`config.mk`:
```
export PLATFORM = sky130hd
export DESIGN_NAME = branch_resolve_unit
export DESIGN_NICKNAME = d
export VERILOG_FILES = /design/src/rtl/branch_resolve_unit_pkg.sv /design/src/rtl/branch_resolve_unit_sat_counter.sv /design/src/rtl/branch_resolve_unit.sv
export SDC_FILE = /design/constraint.sdc
export NUM_CORES = 1
export LEC_CHECK = 0
export BUFFER_PORTS_ARGS = -buffer_cell sky130_fd_sc_hd__buf_2
export CELL_PAD_IN_SITES_DETAIL_PLACEMENT = 1
export CELL_PAD_IN_SITES_GLOBAL_PLACEMENT = 2
export CORE_MARGIN = 8
export CORE_UTILIZATION = 25
export DETAILED_ROUTE_END_ITERATION = 16
export PLACE_DENSITY_LB_ADDON = 0.1
export SLEW_MARGIN = 20
export SYNTH_ARGS = -nofsm -noshare
export SYNTH_HDL_FRONTEND = slang
export SYNTH_SLANG_ARGS = --single-unit
```
`constraint.sdc`:
```
create_clock -name CLK -period 4.65 [get_ports CLK]
set_input_delay 0.465 -clock CLK [delete_from_list [all_inputs] [get_ports CLK]]
set_output_delay 0.465 -clock CLK [all_outputs]
set_load 0.03 [all_outputs]
```
`src/rtl/branch_resolve_unit_pkg.sv`:
```
// Shared OTTER control-transfer definitions: opcodes, branch funct3 codes
// and the resolve-unit state encoding.
package otter_defs;

   localparam logic [6:0] OP_BRANCH = 7'b1100011;
   localparam logic [6:0] OP_JAL    = 7'b1101111;
   localparam logic [6:0] OP_JALR   = 7'b1100111;

   localparam logic [2:0] F3_BEQ  = 3'b000;
   localparam logic [2:0] F3_BNE  = 3'b001;
   localparam logic [2:0] F3_BLT  = 3'b100;
   localparam logic [2:0] F3_BGE  = 3'b101;
   localparam logic [2:0] F3_BLTU = 3'b110;
   localparam logic [2:0] F3_BGEU = 3'b111;

   typedef enum logic {
      IDLE  = 1'b0,
      FLUSH = 1'b1
   } state_t;

endpackage

```
`src/rtl/branch_resolve_unit_sat_counter.sv`:
```
// Saturating up-counter: counts inc pulses and sticks at all-ones.
module sat_counter #(
   parameter int unsigned n = 16
) (
   input  logic         CLK,
   input  logic         RST,
   input  logic         inc,
   output logic [n-1:0] count
);

   always_ff @(posedge CLK) begin
      if (RST) begin
         count <= '0;
      end else if (inc && (count != {n{1'b1}})) begin
         count <= count + n'(1);
      end
   end

endmodule

```
`src/rtl/branch_resolve_unit.sv`:
```
// Resolves BRANCH/JAL/JALR: taken decision, redirect target, a fixed-length
// flush window after each taken transfer, and saturating statistics.
module branch_resolve_unit
   import otter_defs::*;
#(
   parameter int unsigned XLEN         = 32,
   parameter int unsigned FLUSH_CYCLES = 2,
   parameter int unsigned CNT_W        = 16
) (
   input  logic             CLK,
   input  logic             RST,
   input  logic             valid_in,
   output logic             ready_out,
   input  logic [6:0]       opcode,
   input  logic [2:0]       funct3,
   input  logic [XLEN-1:0]  pc,
   input  logic [XLEN-1:0]  rs1,
   input  logic [XLEN-1:0]  imm_b,
   input  logic [XLEN-1:0]  imm_j,
   input  logic [XLEN-1:0]  imm_i,
   input  logic             br_eq,
   input  logic             br_lt,
   input  logic             br_ltu,
   output logic             redirect,
   output logic [XLEN-1:0]  target,
   output logic             flush,
   output logic             illegal,
   output logic [CNT_W-1:0] taken_cnt,
   output logic [CNT_W-1:0] resolved_cnt
);

   localparam int unsigned FCW = $clog2(FLUSH_CYCLES + 1);

   state_t          r_state;
   logic [FCW-1:0]  r_fcnt;
   logic            r_ready;
   logic            r_redirect;
   logic [XLEN-1:0] r_target;
   logic            r_flush;
   logic            r_illegal;

   logic            w_accept;
   logic            w_is_branch;
   logic            w_is_jal;
   logic            w_is_jalr;
   logic            w_is_ctrl;
   logic            w_br_taken;
   logic            w_bad_f3;
   logic            w_taken;
   logic            w_illegal;
   logic [XLEN-1:0] w_jalr_sum;
   logic [XLEN-1:0] w_target;

   assign w_accept = valid_in & r_ready;

   // Decision and target for the instruction currently presented.
   always_comb begin
      w_is_branch = (opcode == OP_BRANCH);
      w_is_jal    = (opcode == OP_JAL);
      w_is_jalr   = (opcode == OP_JALR);
      w_br_taken  = 1'b0;
      w_bad_f3    = 1'b0;
      case (funct3)
         F3_BEQ:  w_br_taken = br_eq;
         F3_BNE:  w_br_taken = ~br_eq;
         F3_BLT:  w_br_taken = br_lt;
         F3_BGE:  w_br_taken = ~br_lt;
         F3_BLTU: w_br_taken = br_ltu;
         F3_BGEU: w_br_taken = ~br_ltu;
         default: w_bad_f3   = 1'b1;
      endcase
      w_is_ctrl  = w_is_branch | w_is_jal | w_is_jalr;
      w_taken    = (w_is_branch & w_br_taken) | w_is_jal | w_is_jalr;
      w_illegal  = w_is_branch & w_bad_f3;
      w_jalr_sum = rs1 + imm_i;
      if (w_is_jal) begin
         w_target = pc + imm_j;
      end else if (w_is_jalr) begin
         w_target = w_jalr_sum & ~XLEN'(1);
      end else begin
         w_target = pc + imm_b;
      end
   end

   always_ff @(posedge CLK) begin
      if (RST) begin
         r_state    <= IDLE;
         r_fcnt     <= '0;
         r_ready    <= 1'b1;
         r_redirect <= 1'b0;
         r_target   <= '0;
         r_flush    <= 1'b0;
         r_illegal  <= 1'b0;
      end else begin
         r_redirect <= 1'b0;
         r_illegal  <= 1'b0;
         case (r_state)
            IDLE: begin
               r_flush <= 1'b0;
               if (w_accept) begin
                  r_illegal <= w_illegal;
                  if (w_taken) begin
                     r_redirect <= 1'b1;
                     r_target   <= w_target;
                     r_flush    <= 1'b1;
                     // A one-cycle window needs no FLUSH state at all.
                     if (FLUSH_CYCLES > 1) begin
                        r_state <= FLUSH;
                        r_ready <= 1'b0;
                        r_fcnt  <= FCW'(FLUSH_CYCLES - 1);
                     end
                  end
               end
            end
            FLUSH: begin
               if (r_fcnt == '0) begin
                  r_state <= IDLE;
                  r_ready <= 1'b1;
                  r_flush <= 1'b0;
               end else begin
                  r_fcnt <= r_fcnt - FCW'(1);
               end
            end
            default: begin
               r_state <= IDLE;
               r_ready <= 1'b1;
               r_flush <= 1'b0;
            end
         endcase
      end
   end

   sat_counter #(.n(CNT_W)) u_taken_cnt (
      .CLK   (CLK),
      .RST   (RST),
      .inc   (w_accept & w_taken),
      .count (taken_cnt)
   );

   sat_counter #(.n(CNT_W)) u_resolved_cnt (
      .CLK   (CLK),
      .RST   (RST),
      .inc   (w_accept & w_is_ctrl),
      .count (resolved_cnt)
   );

   assign ready_out = r_ready;
   assign redirect  = r_redirect;
   assign target    = r_target;
   assign flush     = r_flush;
   assign illegal   = r_illegal;

endmodule
```
# [Yosys cells after proc, flatten, opt, wreduce, memory -nomap -nowiden]
# Index checks and enable logic that the tools add are counted.
[word_totals] output_inout_bits=68 reg_bits=71 input_bits=176 elab_cells=71
[op_classes] muxes=18 eq_ne=14 bitwise_logic=14 reduce_logical=10 addsub=6
[ops] operator="$add A32 B32 Y32" count=3
[ops] operator="$mux W32" count=2
[ops] operator="$add A16 B1 Y16 const B" count=2
[ops] operator="$ne A16 B16 Y1 const B" count=2
[ops] operator="$eq A7 B7 Y1 const B" count=3
[ops] operator="$eq A3 B3 Y1 const B" count=4
[ops] operator="$reduce_and A3 Y1" count=3
[ops] operator="$mux W1" count=8
[ops] operator="$mux W2" count=3
[ops] operator="$ne A2 B2 Y1 const B" count=3
[ops] operator="$pmux W1 S2" count=3
[ops] operator="$pmux W1 S6" count=1
[ops] operator="$reduce_or A6 Y1" count=1
[ops] operator="$and A1 B1 Y1" count=5
[ops] operator="$not A1 Y1" count=5
[ops] operator="$or A1 B1 Y1" count=4
[ops] operator="$pmux W2 S2" count=1
[ops] operator="$eq A3 B1 Y1 const B" count=1
[ops] operator="$logic_not A3 Y1" count=1
[ops] operator="$reduce_or A3 Y1" count=1
[ops] operator="$logic_and A1 B1 Y1" count=2
[ops] operator="$logic_not A2 Y1" count=1
[ops] operator="$ne A2 B1 Y1 const B" count=1
[ops] operator="$reduce_or A2 Y1" count=1
[ops] operator="$sub A2 B1 Y2 const B" count=1

# [Depth between registers and ports, before layout]
[depth] ltp_word=8 depth_mapped=11 mapped_depth_nobuf=11

# [Cells and area by module]
# A second synthesis with hierarchy kept.
[hier_totals] cells_unflattened=1135 area_unflattened_um2=8384.3
[modules_own_cells] module="branch_resolve_unit" n_inst=1 area_per_inst_um2=6687.7 cells_each=937 seq_area_each_um2=780.7
[modules_own_cells] module="sat_counter" n_inst=2 area_per_inst_um2=848.3 cells_each=99 seq_area_each_um2=320.3

# [Least setup slack after synthesis]
# Ideal clock, no wire load.
[synth_timing] path_kind="input-to-reg" startpoint="input rs1[0]" endpoint="register r_target[18] (netlist: target[18])" required_time_ns=4.529 cell_stages=11 path_buffers=0 t_arrival_ns=2.705 setup_time_ns=0.121 slack_ns=1.824 cell_sequence="and2_1 > fa_1 > a21oi_1 > nor2_1 > or4b_4 > a21oi_4 > nor2_1 > a311o_1 > xor2_1 > o2111ai_1 > nand2_1"
[synth_via] elab_chain_cells=3
[synth_lines] item="start, declared" line="branch_resolve_unit.sv:17" source="input logic [XLEN-1:0] rs1,"
[synth_lines] item="$add A32 B32 Y32" line="branch_resolve_unit.sv:75" source="w_jalr_sum = rs1 + imm_i;"
[synth_lines] item="$mux W32" line="branch_resolve_unit.sv:78" source="end else if (w_is_jalr) begin"
[synth_lines] item="$mux W32" line="branch_resolve_unit.sv:76" source="if (w_is_jal) begin"
[synth_lines] item="end signal, assigned" line="branch_resolve_unit.sv:104" source="r_target <= w_target;"
[synth_lines] item="end, declared" line="branch_resolve_unit.sv:38" source="logic [XLEN-1:0] r_target;"
# Every way passes these cells.
# A chain may end at the register's enable or synchronous reset.

# [Final worst setup path]
[layout_timing] startpoint="input pc[0]" endpoint="register r_target[26] (netlist: target[26])"
[layout_via] elab_chain_cells=3 elab_cells_between_ends=4 cone_classes="add/sub (2); mux (2)"
[layout_lines] item="start, declared" line="branch_resolve_unit.sv:16" source="input logic [XLEN-1:0] pc,"
[layout_lines] item="$add A32 B32 Y32" line="branch_resolve_unit.sv:81" source="w_target = pc + imm_b;"
[layout_lines] item="$mux W32" line="branch_resolve_unit.sv:78"
[layout_lines] item="$mux W32 (*)" line="branch_resolve_unit.sv:76"
# Mark *: on every way between the ends. The rest lies on a longest branch, timed or not.

==> summary.md <==
| Metric | Value |
|---|---|
| Status | `finished clean` |
| Buffers & Inverters on Critical Path | `1` |
| CTS resizes | `0` |
| Final min period | `3020 ps` |
| CP cell instances | `buf_2, ha_1, fa_1, a21oi_1, o22ai_2, nor3_1, or3b_1, a2111oi_2, or4_2, a311oi_1` |
| I/O pin count | `244` |
| Clock share of power | `0.294` |
| Critical path's largest stage delay | `690 ps` |
| WS Path Type | `input pin to register` |
| Comb pwr share | `0.435` |
| Sw frac | `0.388` |
| First-pass GRT wire length | `57.8 mm` |
| R2r setup slk | `about 2200 ps` |
| Grt ovf | `0` |
| CTS Hold Bufs | `0` |
| DRT Pass-1 Iters | `5` |
| Cell Int Power | `1.38 mW` |
| Row cnt | `67` |
| Top-area cell type share of the netlist area | `0.168` |
| PortBufs | `243` |
| Leading area contributor after synthesis | `dfxtp_1` |
| CP Max Fanout | `3` |
| Actual slew at the worst max-slew pin | `920 ps` |
| WHS Endpoint | `illegal` |
| DRC viols | `0` |
| Clk buf depth | `2` |
| Setup Buffers After CTS | `0` |
| DR iter-0 viols | `approximately 380` |
| Die area | `40100 sq um` |
| Sequential share of the synthesized area | `0.168` |
| Relative slew slack | `0.387` |
| CP required | `4910 ps` |
| Grt met3 use | `0.0431` |
| Nets | `1624` |
| GR Layer Usage met2 | `0.309` |
| Syn Inst Count | `about 1100` |
| Die H | `200 um` |
| Vias per cell | `5.17` |
| Syn_nets | `1414` |
| Most frequent cells in the layout | `243 x buf_2, 116 x nand2_1, 113 x a21oi_1` |
| Peak VDD IR | `170 uV` |
| CTS Root Cell | `clkbuf_16` |
| Period utilization | `0.650` |
| RSZ-0062 raised after global routing | `false` |
| Synth Register Bits | `71` |
| Crit path max-delay family | `simple AND/OR/NAND/NOR gates` |
| Hpwl dp | `31.2 mm` |
| Slowest CP cell | `or4_2` |
| Total track usage | `0.180` |
| Core Area | `between 30000 and 40000 sq um` |
| Leak | `4.64 nW` |
| CTS H-Tree Depth | `3` |
| Die W | `200 um` |
| Clk_lat worst skew | `roughly 350 ps` |
| Post-Layout Inst Area | `10300 sq um` |
| Initial antenna violation count | `5` |
| CTS Buf Count | `9` |
| WP depth | `10` |
| Count of cell types in the netlist | `84` |
| Finished Core Util | `0.309` |
| Routed Antenna Nets | `0` |
| DR vias | `just over 9000` |
| Power share of the sequential group | `0.271` |
| DR WL/cell | `~21 um` |
| R2R depth | `9` |
| Mean Syn Cell Area | `7.43 sq um` |
| R2r startpoint | `u_resolved_cnt.count[5]` |
| Largest net degree at the start of global routing | `62` |
| Synth Cell Area | `8480 sq um` |
| Pwr Density | `219 nW/um^2` |
| RR Endpoint | `u_resolved_cnt.count[15]` |
| Routed wire length | `37.1 mm` |
| Share of cells above drive strength 1 | `0.219` |
| CTS tree | `done` |
| Worst Setup SP | `pc[0]` |
| Most common cell after layout, fill and taps aside | `buf_2` |
| Area added between synthesis and finish | `22.0%` |
| Vias in the first global route | `roughly 10000` |
| Max Clk Rate | `331 MHz` |
| Clock sink count | `71` |
| Hold WS | `430 ps` |
| Arr. time, crit path | `3280 ps` |
| Clk_skew | `between 5 and 6 ps` |
| Warnings, synthesis | `0` |
| Starting Density | `0.253` |
| Placed inst area | `10100 sq um` |
| Max Slew Vio Count | `0` |
| Final setup viols | `0` |
| Grt met1 use | `0.226` |
| Worst hold start | `funct3[2]` |
| Setup crit start kind | `input pin` |
| Critical path endpoint category | `register` |
| Setup TNS | `0 ps` |
| Ys async rst share | `0` |
| NetSw | `0.879 mW` |
| Maxcap violations | `0` |
| Grt peak-use layer | `met2` |
| Gpl congestion | `about 0.81` |
| Post-synth EDFFs | `0` |
| Synth top area cells | `dfxtp_1 17%, ha_1 14%, a21oi_1 6.7%` |
| Fin. Hold Viols | `0` |
| Reg clk slew, reported paths | `around 60 ps` |
| Hold path cells | `3` |
| Top FF cell, synth | `dfxtp_1` |
| Worst hold path class | `input pin to register` |
## routing by layer
layer / routed length (um) / part of all wire
met5: 23 / 0.00062
met4: 493 / 0.013
met3: 1900 / 0.051
met2: 17800 / 0.48
met1: 16900 / 0.45
## synth_stat cells (all sizes together), types with 5 or more instances
library cell,instances
nand2,116
a21oi,115
nor2,110
ha,95
dfxtp,71
o21ai,71
xor2,54
xnor2,51
nor3,38
clkbuf,37
a21o,36
nand3,36
inv,30
nand4,30
a211oi,29
o21bai,18
a31oi,15
buf,14
and3,13
o211ai,12
and2,11
o22ai,10
mux2i,9
nand2b,9
o21a,9
o31ai,8
nor4,7
a2111oi,5
a311oi,5
o221ai,5
or3,5
## final cells by class
type	instances	area (sq um)
multi-input combinational	987	6690
timing repair buffer	251	1280
inverter	30	113
sequential	71	1420
clock buffer	12	256
antenna	2	5.00
clock inverter	4	20.0
tap	448	561
fill	4187	23100
## cells by family (layout without fill, tap and decap cells)
logic type	count (synthesis)	after routing	share of synthesized area
AO/OA/AOI/OAI	382	382	0.303
XOR/XNOR	105	105	0.109
adder cells (fa/ha/maj)	98	98	0.147
buffers and inverters	82	297	0.0437
flip-flops	71	71	0.168
multiplexers	9	9	0.0106
other	0	2	0
AND/OR/NAND/NOR	393	393	0.219
## worst reg2reg max path: stages (launching register included)
cell,delay (ps)
dfxtp_1,350
and4_1,230
nand3_1,130
nor3_1,110
a311oi_2,510
nand4_1,330
nor2_1,340
nand4_1,180
xor2_1,150
nor2_1,50
## state kept, by name (all words and copies together) (netlist names)
name                  flops
flush                     1
u_resolved_cnt.count     16
r_fcnt                    2
ready_out                 1
u_taken_cnt.count        16
illegal                   1
r_state                   1
target                   32
redirect                  1
## stage by stage
| step | std cells | setup slack, ps | total power, mW |
|---|---|---|---|
| floorplan | 1140 | 1820 | 1.29 |
| detailed placement | 1787 | 1270 | 1.62 |
| finish | 1805 | 1630 | 2.26 |
| global placement | 1787 | 1290 | 1.62 |
| global route | 1803 | 1400 | 2.42 |
| CTS | 1803 | 1630 | 2.30 |
## power by group through the flow
stage | combinational (mW) | clock, mW | sequential (mW)
floorplan | 0.662 | 0 | 0.631
global placement | 0.994 | 0 | 0.627
detailed placement | 0.992 | 0 | 0.627
CTS | 0.999 | 0.689 | 0.613
global route | 1.09 | 0.717 | 0.613
finish | 0.984 | 0.666 | 0.614
## how the worst max path moves through the flow
stage	slack, ps	end
detailed placement	1270	target[28]
global route	1400	target[16]
global placement	1290	target[26]
CTS	1630	target[26]
finish	1630	target[26]
floorplan	1820	target[18]
Power figures use the tool's default switching activity.
